$ cat config.mk
export PLATFORM = sky130hd
export DESIGN_NAME = div_unit_flat
export DESIGN_NICKNAME = d
export VERILOG_FILES = /design/src/rtl/div_if.sv /design/src/rtl/div_unit.sv /design/src/flat_wrapper.sv
export SDC_FILE = /design/constraint.sdc
export NUM_CORES = 1
export LEC_CHECK = 0
export CORE_MARGIN = 3
export CORE_UTILIZATION = 50
export DETAILED_ROUTE_END_ITERATION = 12
export PLACE_DENSITY = 0.8
export REMOVE_ABC_BUFFERS = 1
export SETUP_SLACK_MARGIN = 0.15
export SLEW_MARGIN = 10
export SYNTH_ARGS = -nofsm -noshare
export SYNTH_HDL_FRONTEND = slang
export SYNTH_SLANG_ARGS = --single-unit
$ cat constraint.sdc
create_clock -name clk -period 13.95 [get_ports clk]
set_clock_uncertainty 0.1 [all_clocks]
set_input_delay 2.0925 -clock clk [delete_from_list [all_inputs] [get_ports clk]]
set_output_delay 2.0925 -clock clk [all_outputs]
set_load 0.01 [all_outputs]
$ cat src/rtl/div_if.sv
// Execute-stage handshake between the pipeline and the iterative divider.
// The master side issues operands and rd; the slave side returns result, rd and status.
interface div_if #(
  parameter int XLEN = 32
);
  logic            start_i;
  logic            abort_i;
  logic [2:0]      op_i;
  logic [XLEN-1:0] dividend_i;
  logic [XLEN-1:0] divisor_i;
  logic [4:0]      reg_wr_addr_i;
  logic [XLEN-1:0] result_o;
  logic            ready_o;
  logic            busy_o;
  logic [4:0]      reg_wr_addr_o;

  modport master (
    output start_i, abort_i, op_i, dividend_i, divisor_i, reg_wr_addr_i,
    input  result_o, ready_o, busy_o, reg_wr_addr_o
  );

  modport slave (
    input  start_i, abort_i, op_i, dividend_i, divisor_i, reg_wr_addr_i,
    output result_o, ready_o, busy_o, reg_wr_addr_o
  );
endinterface

$ cat src/rtl/div_unit.sv
// Iterative radix-2 divider for RV32M DIV/DIVU/REM/REMU, one quotient bit per cycle.
// Optional macro DIV_RESULT_CACHE_EN: reuse the last computed result for matching operands.
module div_unit #(
  parameter int XLEN = 32
) (
  input logic  clk,
  input logic  rst_n,
  div_if.slave bus
);
  // state | meaning
  // IDLE  | waiting for start_i; operands latched on accept
  // START | strip signs, detect divide-by-zero / overflow / cache hit
  // CALC  | one shift-subtract step per cycle, XLEN steps
  // END   | result_o valid, ready_o pulses
  typedef enum logic [1:0] {S_IDLE, S_START, S_CALC, S_END} state_t;

  localparam int              CW      = $clog2(XLEN);
  localparam logic [CW-1:0]   LAST    = CW'(XLEN - 1);
  localparam logic [XLEN-1:0] MIN_NEG = {1'b1, {(XLEN-1){1'b0}}};

  state_t          state_q, state_d;
  logic [XLEN-1:0] dvd_q, dvs_q, quo_q, rem_q, dmag_q, result_q;
  logic [1:0]      op_q;
  logic [4:0]      rd_q, rd_out_q;
  logic            neg_quo_q, neg_rem_q;
  logic [CW-1:0]   cnt_q;

  logic            sgn, special, hit, load_res, busy, ready;
  logic [XLEN-1:0] spec_quo, spec_rem, hit_quo, hit_rem, start_res, res_d;
  logic [XLEN:0]   rem_shift, rem_diff;
  logic [XLEN-1:0] quo_step, rem_step, fin_quo, fin_rem;

  assign sgn = ~op_q[0];

  always_comb begin
    special  = 1'b0;
    spec_quo = '0;
    spec_rem = '0;
    if (dvs_q == '0) begin
      special  = 1'b1;
      spec_quo = '1;
      spec_rem = dvd_q;
    end else if (sgn && (dvd_q == MIN_NEG) && (dvs_q == '1)) begin
      special  = 1'b1;
      spec_quo = MIN_NEG;
      spec_rem = '0;
    end
  end

  // Borrow out of the XLEN+1-bit trial subtract decides the quotient bit.
  always_comb begin
    rem_shift = {rem_q, quo_q[XLEN-1]};
    rem_diff  = rem_shift - {1'b0, dmag_q};
    if (!rem_diff[XLEN]) begin
      rem_step = rem_diff[XLEN-1:0];
      quo_step = {quo_q[XLEN-2:0], 1'b1};
    end else begin
      rem_step = rem_shift[XLEN-1:0];
      quo_step = {quo_q[XLEN-2:0], 1'b0};
    end
    fin_quo = neg_quo_q ? -quo_step : quo_step;
    fin_rem = neg_rem_q ? -rem_step : rem_step;
  end

`ifdef DIV_RESULT_CACHE_EN
  logic [XLEN-1:0] c_dvd_q, c_dvs_q, c_quo_q, c_rem_q;
  logic            c_sgn_q, c_valid_q;

  assign hit     = c_valid_q && (c_dvd_q == dvd_q) && (c_dvs_q == dvs_q) && (c_sgn_q == sgn);
  assign hit_quo = c_quo_q;
  assign hit_rem = c_rem_q;

  // Only a CALC that actually reaches END refreshes the entry; aborts never do.
  always_ff @(posedge clk or negedge rst_n) begin
    if (!rst_n) begin
      c_dvd_q   <= '0;
      c_dvs_q   <= '0;
      c_quo_q   <= '0;
      c_rem_q   <= '0;
      c_sgn_q   <= 1'b0;
      c_valid_q <= 1'b0;
    end else if ((state_q == S_CALC) && (state_d == S_END)) begin
      c_dvd_q   <= dvd_q;
      c_dvs_q   <= dvs_q;
      c_quo_q   <= fin_quo;
      c_rem_q   <= fin_rem;
      c_sgn_q   <= sgn;
      c_valid_q <= 1'b1;
    end
  end
`else
  assign hit     = 1'b0;
  assign hit_quo = '0;
  assign hit_rem = '0;
`endif

  assign start_res = op_q[1] ? (special ? spec_rem : hit_rem)
                             : (special ? spec_quo : hit_quo);
  assign res_d     = (state_q == S_START) ? start_res : (op_q[1] ? fin_rem : fin_quo);
  assign load_res  = (state_d == S_END) && (state_q != S_END);

  always_ff @(posedge clk or negedge rst_n) begin
    if (!rst_n) state_q <= S_IDLE;
    else        state_q <= state_d;
  end

  always_comb begin
    state_d = state_q;
    case (state_q)
      S_IDLE:  if (bus.start_i && !bus.abort_i) state_d = S_START;
      S_START: begin
        if (bus.abort_i)          state_d = S_IDLE;
        else if (special || hit)  state_d = S_END;
        else                      state_d = S_CALC;
      end
      S_CALC: begin
        if (bus.abort_i)          state_d = S_IDLE;
        else if (cnt_q == LAST)   state_d = S_END;
      end
      S_END:   state_d = S_IDLE;
      default: state_d = S_IDLE;
    endcase
  end

  always_comb begin
    busy  = 1'b0;
    ready = 1'b0;
    case (state_q)
      S_IDLE:          busy  = bus.start_i && !bus.abort_i;
      S_START, S_CALC: busy  = 1'b1;
      S_END:           ready = 1'b1;
      default:         ;
    endcase
  end

  always_ff @(posedge clk or negedge rst_n) begin
    if (!rst_n) begin
      dvd_q     <= '0;
      dvs_q     <= '0;
      op_q      <= '0;
      rd_q      <= '0;
      quo_q     <= '0;
      rem_q     <= '0;
      dmag_q    <= '0;
      neg_quo_q <= 1'b0;
      neg_rem_q <= 1'b0;
      cnt_q     <= '0;
      result_q  <= '0;
      rd_out_q  <= '0;
    end else begin
      case (state_q)
        S_IDLE: begin
          if (bus.start_i && !bus.abort_i) begin
            dvd_q <= bus.dividend_i;
            dvs_q <= bus.divisor_i;
            op_q  <= bus.op_i[1:0];
            rd_q  <= bus.reg_wr_addr_i;
          end
        end
        S_START: begin
          quo_q     <= (sgn && dvd_q[XLEN-1]) ? -dvd_q : dvd_q;
          dmag_q    <= (sgn && dvs_q[XLEN-1]) ? -dvs_q : dvs_q;
          rem_q     <= '0;
          cnt_q     <= '0;
          neg_quo_q <= sgn && (dvd_q[XLEN-1] ^ dvs_q[XLEN-1]);
          neg_rem_q <= sgn && dvd_q[XLEN-1];
        end
        S_CALC: begin
          quo_q <= quo_step;
          rem_q <= rem_step;
          cnt_q <= cnt_q + CW'(1);
        end
        default: ;
      endcase
      if (load_res) begin
        result_q <= res_d;
        rd_out_q <= rd_q;
      end
    end
  end

  assign bus.result_o      = result_q;
  assign bus.reg_wr_addr_o = rd_out_q;
  assign bus.ready_o       = ready;
  assign bus.busy_o        = busy;
endmodule
$ cat src/flat_wrapper.sv
// flat-port wrapper written by rule: the top's interface ports become plain ports
module div_unit_flat 
#(
  parameter int XLEN = 32
)
  (clk, rst_n, bus_start_i, bus_abort_i, bus_op_i, bus_dividend_i, bus_divisor_i, bus_reg_wr_addr_i, bus_result_o, bus_ready_o, bus_busy_o, bus_reg_wr_addr_o);
  div_if #(.XLEN(XLEN)) bus_i ();
  input logic clk;
  input logic rst_n;
  input wire logic [$bits(bus_i.start_i)-1:0] bus_start_i;
  input wire logic [$bits(bus_i.abort_i)-1:0] bus_abort_i;
  input wire logic [$bits(bus_i.op_i)-1:0] bus_op_i;
  input wire logic [$bits(bus_i.dividend_i)-1:0] bus_dividend_i;
  input wire logic [$bits(bus_i.divisor_i)-1:0] bus_divisor_i;
  input wire logic [$bits(bus_i.reg_wr_addr_i)-1:0] bus_reg_wr_addr_i;
  output wire logic [$bits(bus_i.result_o)-1:0] bus_result_o;
  output wire logic [$bits(bus_i.ready_o)-1:0] bus_ready_o;
  output wire logic [$bits(bus_i.busy_o)-1:0] bus_busy_o;
  output wire logic [$bits(bus_i.reg_wr_addr_o)-1:0] bus_reg_wr_addr_o;
  assign bus_i.start_i = bus_start_i;
  assign bus_i.abort_i = bus_abort_i;
  assign bus_i.op_i = bus_op_i;
  assign bus_i.dividend_i = bus_dividend_i;
  assign bus_i.divisor_i = bus_divisor_i;
  assign bus_i.reg_wr_addr_i = bus_reg_wr_addr_i;
  assign bus_result_o = bus_i.result_o;
  assign bus_ready_o = bus_i.ready_o;
  assign bus_busy_o = bus_i.busy_o;
  assign bus_reg_wr_addr_o = bus_i.reg_wr_addr_o;
  div_unit #(.XLEN(XLEN)) u_core (.clk(clk), .rst_n(rst_n), .bus(bus_i));
endmodule
==> summary.md <==
| Metric | Value |
|---|---|
| Min-delay src | `u_core.rd_q[2]` |
| Syn_area_per_cell | `8.83 µm²` |
| Ys flop type | `dfrtp_1` |
| Yosys reg bits | `approximately 210` |
| Row cnt | `61` |
| Pin count of the biggest net entering global routing | `94` |
| Die Width | `between 150 and 200 µm` |
| Max Cap Viol | `0` |
| Worst skew pair latency | `0.54 ns` |
| Vias in the first global route | `12800` |
| Nets | `1839` |
| R2r setup slk | `7.90 ns` |
| Routed Antenna Nets | `0` |
| TritonCTS Buffers | `25` |
| Routed via count | `approximately 13000` |
| CTS Hold Bufs | `0` |
| I/O pins | `around 120` |
| Worst Hold Path EP | `u_core.bus.reg_wr_addr_o[2]` |
| CTS Buffer Depth | `3` |
| Least-Margin Pin Slew | `between 1 and 1.5 ns` |
| Critical Path Fanout Max | `72` |
| Netlist cell types | `89` |
| Slowest cell on the critical path | `clkdlybuf4s50_1` |
| I/O Buffers | `113` |
| Layout cell share with drive strength beyond 1 | `between 10% and 20%` |
| Drt drc | `0` |
| Most common cell after layout, fill and taps aside | `dfrtp_1` |
| Synth warn | `0` |
| Crit. End Element | `primary output` |
| DP HPWL | `28700 µm` |
| Total negative slack | `0 ns` |
| Final core utilization | `59.2%` |
| Cells after synthesis | `1656` |
| Layout fillers | `2416` |
| Antenna violations before repair | `0` |
| WL/cell | `~19 µm` |
| DP Area | `16000 µm²` |
| Core area | `approximately 28000 µm²` |
| CP required | `between 10 and 15 ns` |
| Final hold vios | `0` |
| Vias per cell | `6.16` |
| Maximum vdd drop | `0.144 mV` |
| RR Endpoint | `u_core.bus.result_o[26]` |
| Sequential area share after synthesis | `36.5%` |
| Setup Buffers After CTS | `0` |
| Hold depth | `2` |
| Status | `complete, no violations` |
| First-pass GRT wire length | `approximately 65000 µm` |
| RSZ-0062 raised after global routing | `no` |
| H-tree depth | `1` |
| Iter 0 DRT Violations | `1290` |
| Highest clock rate | `155 MHz` |
| CTS tree | `yes` |
| Hold crit path type | `reg -> reg` |
| # setup viols final | `0` |
| Worst-path clk slew | `0.06 ns` |
| Crit path cell chain | `clkdlybuf4s50_1, nor2b_1, nand2_4, a21oi_1, clkdlybuf4s50_1` |
| Critical path's largest stage delay | `0.56 ns` |
| CTS Root Cell | `clkbuf_16` |
| CP dominant cell by count | `clkdlybuf4s50_1` |
| CP startpoint kind | `input port` |
| Leak | `6.69 nW` |
| Worst slew margin | `17.8%` |
| Reg2reg path depth | `20` |
| Worst r2r src | `u_core.quo_q[31]` |
| Sink Count | `around 210` |
| Final Power | `0.00354 W` |
| Design area | `16800 µm²` |
| Die Footprint | `31300 µm²` |
| Router iterations before antenna repair | `7` |
| Routability cong. | `0.887` |
| Mapped Area | `14600 µm²` |
| Area grow syn2layout | `14.7%` |
| Ant. Diodes | `0` |
| Final Cycle Share | `46.4%` |
| Initial Utilization | `51.6%` |
| Post-synth ARST share | `100%` |
| Critical path class | `in -> out` |
| Max Slew Vio Count | `0` |
| Die Span Y | `approximately 180 µm` |
| Most frequent cells in the layout | `dfrtp_1, nand2_1, o21ai_0` |
| CTS resizes | `0` |
| Pwr dens | `~210 nW/µm²` |
| Min cycle time layout | `6.47 ns` |
| Critical path data arrival time | `approximately 4.3 ns` |
| Final WL | `39600 µm` |
| Post-synth EDFFs | `0` |
| Total GRT Usage | `25.3%` |
| GRT overflow | `0` |
## Yosys cell counts, types with 23 or more instances
| master | n | area (µm²) |
|---|---|---|
| xor2_1 | 70 | 613 |
| inv_1 | 59 | 221 |
| dfrtp_1 | 213 | 5330 |
| a31oi_1 | 23 | 144 |
| o21ai_0 | 138 | 691 |
| a21oi_1 | 108 | 541 |
| nor3_1 | 34 | 170 |
| mux2_2 | 108 | 1220 |
| o31ai_1 | 26 | 195 |
| xnor2_1 | 65 | 569 |
| nor2_1 | 125 | 469 |
| ha_1 | 44 | 551 |
| clkbuf_1 | 69 | 259 |
| or3_1 | 30 | 188 |
| nand2_1 | 183 | 687 |
| mux2i_1 | 25 | 250 |
## flip-flops by register name, indices dropped and copies added (netlist names)
signal / flops
u_core.quo_q: 32
u_core.op_q: 2
u_core.cnt_q: 5
u_core.neg_quo_q: 1
u_core.state_q: 2
u_core.dmag_q: 32
u_core.rem_q: 32
u_core.neg_rem_q: 1
u_core.bus.result_o: 32
u_core.bus.reg_wr_addr_o: 5
u_core.dvd_q: 32
u_core.rd_q: 5
u_core.dvs_q: 32
## cell type report
type / count / area (µm²) / area share (%)
clock buffers: 37 / 731 / 4.36
multi-input cells: 1291 / 8710 / 51.9
clock inverters: 9 / 60.1 / 0.358
flip-flops and latches: 213 / 5330 / 31.8
inverters: 60 / 225 / 1.34
well taps: 378 / 473 / 2.82
repair buffers: 127 / 1240 / 7.39
## layer usage
layer	part of all wire (%)	vias up	track usage, %
li1	-	6142	-
met1	43	6321	34.2
met2	48	470	42.6
met3	6.1	91	2.83
met4	3.0	0	8.05
met5	0	-	0
## kinds of logic after synthesis
logic type / after synthesis / share of synthesized area, %
compound gates: 464 / 20.4
xor+xnor: 135 / 8.09
fa+ha+maj: 45 / 3.90
buf+inv: 152 / 4.08
flops: 213 / 36.5
mux: 134 / 10.1
simple gates: 513 / 17.0
## stage by stage
stage,hold slack (ns),cells,worst slack (ns)
final,0.370,2115,7.48
after global routing,0.409,2115,7.32
after global placement,0.343,2069,7.46
after detailed placement,0.362,2069,7.44
after floorplan,0.333,1564,7.69
after CTS,0.376,2115,7.44
## how the worst max path moves through the flow
stage                start         end  slack (ns)  depth (start not counted)
6_report       bus_start_i  bus_busy_o        7.48                          5
5_1_grt        bus_start_i  bus_busy_o        7.32                          5
4_1_cts        bus_start_i  bus_busy_o        7.44                          5
3_5_place_dp   bus_start_i  bus_busy_o        7.44                          5
3_3_place_gp   bus_start_i  bus_busy_o        7.46                          5
2_1_floorplan  bus_start_i  bus_busy_o        7.69                          3
## critical path, delay by kind of cell
family                 cells  cell delay, ns
AND/OR/NAND/NOR            2            0.80
buffers and inverters      2            1.04
AO/OA/AOI/OAI              1            0.34
## power by group
part | leakage (nW) | total (W) | switching (W) | internal (W)
clock network | 0.399 | 0.000631 | 0.000268 | 0.000364
logic | 3.68 | 0.00171 | 0.000935 | 0.000772
registers | 2.62 | 0.00120 | 0.000323 | 0.000878
total | 6.69 | 0.00354 | 0.00153 | 0.00201
Note: power is estimated with default switching activity, not from simulation.
==> RTL change, RTL diff (same settings) <==
Re-encode `state_t` (4 states) as Gray code, 2 bits wide.
--- a/src/rtl/div_unit.sv
+++ b/src/rtl/div_unit.sv
@@ -12,7 +12,7 @@
   // START | strip signs, detect divide-by-zero / overflow / cache hit
   // CALC  | one shift-subtract step per cycle, XLEN steps
   // END   | result_o valid, ready_o pulses
-  typedef enum logic [1:0] {S_IDLE, S_START, S_CALC, S_END} state_t;
+  typedef enum logic [1:0] {S_IDLE = 2'b00, S_START = 2'b01, S_CALC = 2'b11, S_END = 2'b10} state_t;
 
   localparam int              CW      = $clog2(XLEN);
   localparam logic [CW-1:0]   LAST    = CW'(XLEN - 1);
Function: no difference found for any inputs over 4 cycles, from zero or initial values and one cycle with rst_n low; so few cycles prove little.
==> RTL change against the unedited design <==
Synthesized area fell by 4.0%. Final cell count fell by 1.8%. Sequential cell count did not move. Via count fell by 3.2%. Global-route usage fell by 0.72 points. Maximum frequency rose by 13%. Sequential share of layout area rose by 0.96 points. Wire length fell by 4.8%. Combinational power fell by 42%. Critical path depth rose by 16. Worst setup slack improved by 0.75 ns. Design area fell by 2.9%. Power fell by 25%. Core utilization rose by 0.54 points. Critical endpoint is now u_core.bus.result_o[30].
==> RTL change: results <==
[pwr]
ir_worst_vdd_mv = 0.09920
cellLeakagePower_nw = 6.640
switchingPower_mw = 1.028

[worst_setup_path]
slowest_stage = inv_2
critPathLaunch = u_core.quo_q[31]
cp_top_family = compound AO/OA/AOI/OAI gates
max_stage_delay_ns = 0.54
arrival_ns = 6.03
crit_path_max_fanout = 43

[clock_tree]
cts_buffer_depth = 3
cts_made_buffers = 25
insertion_delay_ns = 0.53
cts_resized = 0

[placed_design]
place_worst_setup_slack_ns = 8.381
dp_hpwl_um = 26990
place_area_um2 = 15430
dp.cells = 2033
port_buffers = 113
place_congestion = 0.9104

[synth]
yosysUniqueCellTypes = 71
synthAdderAreaFrac_pct = 3.620
async_flop_share_pct = 100.0
synth_xor_xnor_area_share_pct = 8.373
yosysWarningCount = 0
synthTopCellsByCount = dfrtp_1 (213), nand2_1 (170), o21ai_0 (158)
synth_area_per_cell_um2 = 8.672
synth_area_leaders = dfrtp_1 (38%), mux2_2 (7.9%), o21ai_0 (5.6%), nand2_1 (4.5%), xnor2_1 (4.3%)
synth_compound_area_share_pct = 20.28
muxShareOfSynthArea_pct = 9.167
ys_seq_area_share_pct = 37.99

[grt]
grt_pass1_wl_um = 62120
grt_pass1_vias = 12358
grt_max_degree = 94
grt_use_total_pct = 24.57
antenna_found_initial = 0

[layout]
syn_to_final_growth_pct = 16.06
finalNonFillerCells = 2077
final_layout_size_suffix_gt1_share_pct = 10.32
fin_nets = 1804
antenna_cells = 0
nFillCells = 2371

[drt]
postRouteWirelength_um = 37700
avgViaCountPerCell = 6.071
drtIter0Drc = 1233
first_pass_iters = 5

[worst_hold_path]
hp-start = u_core.dmag_q[24]
hp-class = flop to flop

[outcome]
status = finished, final reports clean

[timing]
max_slew_margin_pct = 20.96
## RTL change: cell count changes in the layout (fill, tap and decap cells not counted), moves of 13 or more
cell       change
inv_1         +31
o22ai_1       +28
o2bb2ai_1     -22
o21ai_0       +20
nand2_1       -13
nor2_1        -13
## RTL change: worst register-to-register path, stage by stage (launching register included)
cell	delay (ns)
dfrtp_1	0.43
inv_1	0.10
ha_1	0.22
fa_1	0.41
nand2b_1	0.18
a21oi_1	0.33
o21ai_2	0.21
o21ai_2	0.22
a211oi_2	0.14
xnor2_4	0.15
inv_2	0.54
nor2_1	0.12
a21oi_1	0.24
ha_1	0.28
nand2_1	0.11
nor4_1	0.26
mux2_1	0.25
o2111ai_1	0.28
nor3_1	0.47
a21oi_1	0.19
xor2_1	0.25
a21oi_1	0.10
## RTL change: path summary, 6_finish.rpt
path / to / depth (start not counted) / slack, ns
worst max register to register: u_core.bus.result_o[30] / 21 / 8.23
worst min-delay path: u_core.dmag_q[24] / 2 / 0.38
min in group asynchronous: u_core.rd_q[4] / 1 / 1.49
worst min register to register: u_core.dmag_q[24] / 2 / 0.38
max in group asynchronous: u_core.rem_q[24] / 3 / 10.19
worst max-delay path: u_core.bus.result_o[30] / 21 / 8.23
## RTL change: kinds of logic after synthesis
logic type	after synthesis
xor gates and xnor gates	132
muxes	116
DFF	213
AOI/OAI and AO/OA	469
and+or+nand+nor	471
adders and majority gates	40
buffers and inverters	177
## RTL change: final cells by class
| type | count | area share (%) |
|---|---|---|
| well taps | 372 | 2.858 |
| flip-flops and latches | 213 | 32.75 |
| multi-input cells | 1228 | 49.39 |
| clock buffers | 31 | 4.164 |
| clock inverters | 13 | 1.060 |
| inverters | 92 | 2.121 |
| repair buffers | 128 | 7.660 |
## RTL change: routing by layer
layer  up-vias  share of wire [%]  GRT usage [%]
met3        81                7.2          4.402
li1       5942                  -              -
met4         0                2.9          8.007
met1      6124                 42          32.18
met2       462                 48          41.31
met5         -                  0              0
## RTL change: power groups by stage
stage,clock network (mW),registers [mW],logic (mW)
2_1_floorplan,0,0.918,0.754
3_3_place_gp,0,0.963,0.957
3_5_place_dp,0,0.971,0.988
4_1_cts,0.694,0.961,0.995
5_1_grt,0.719,0.991,1.12
6_report,0.683,0.967,1.00
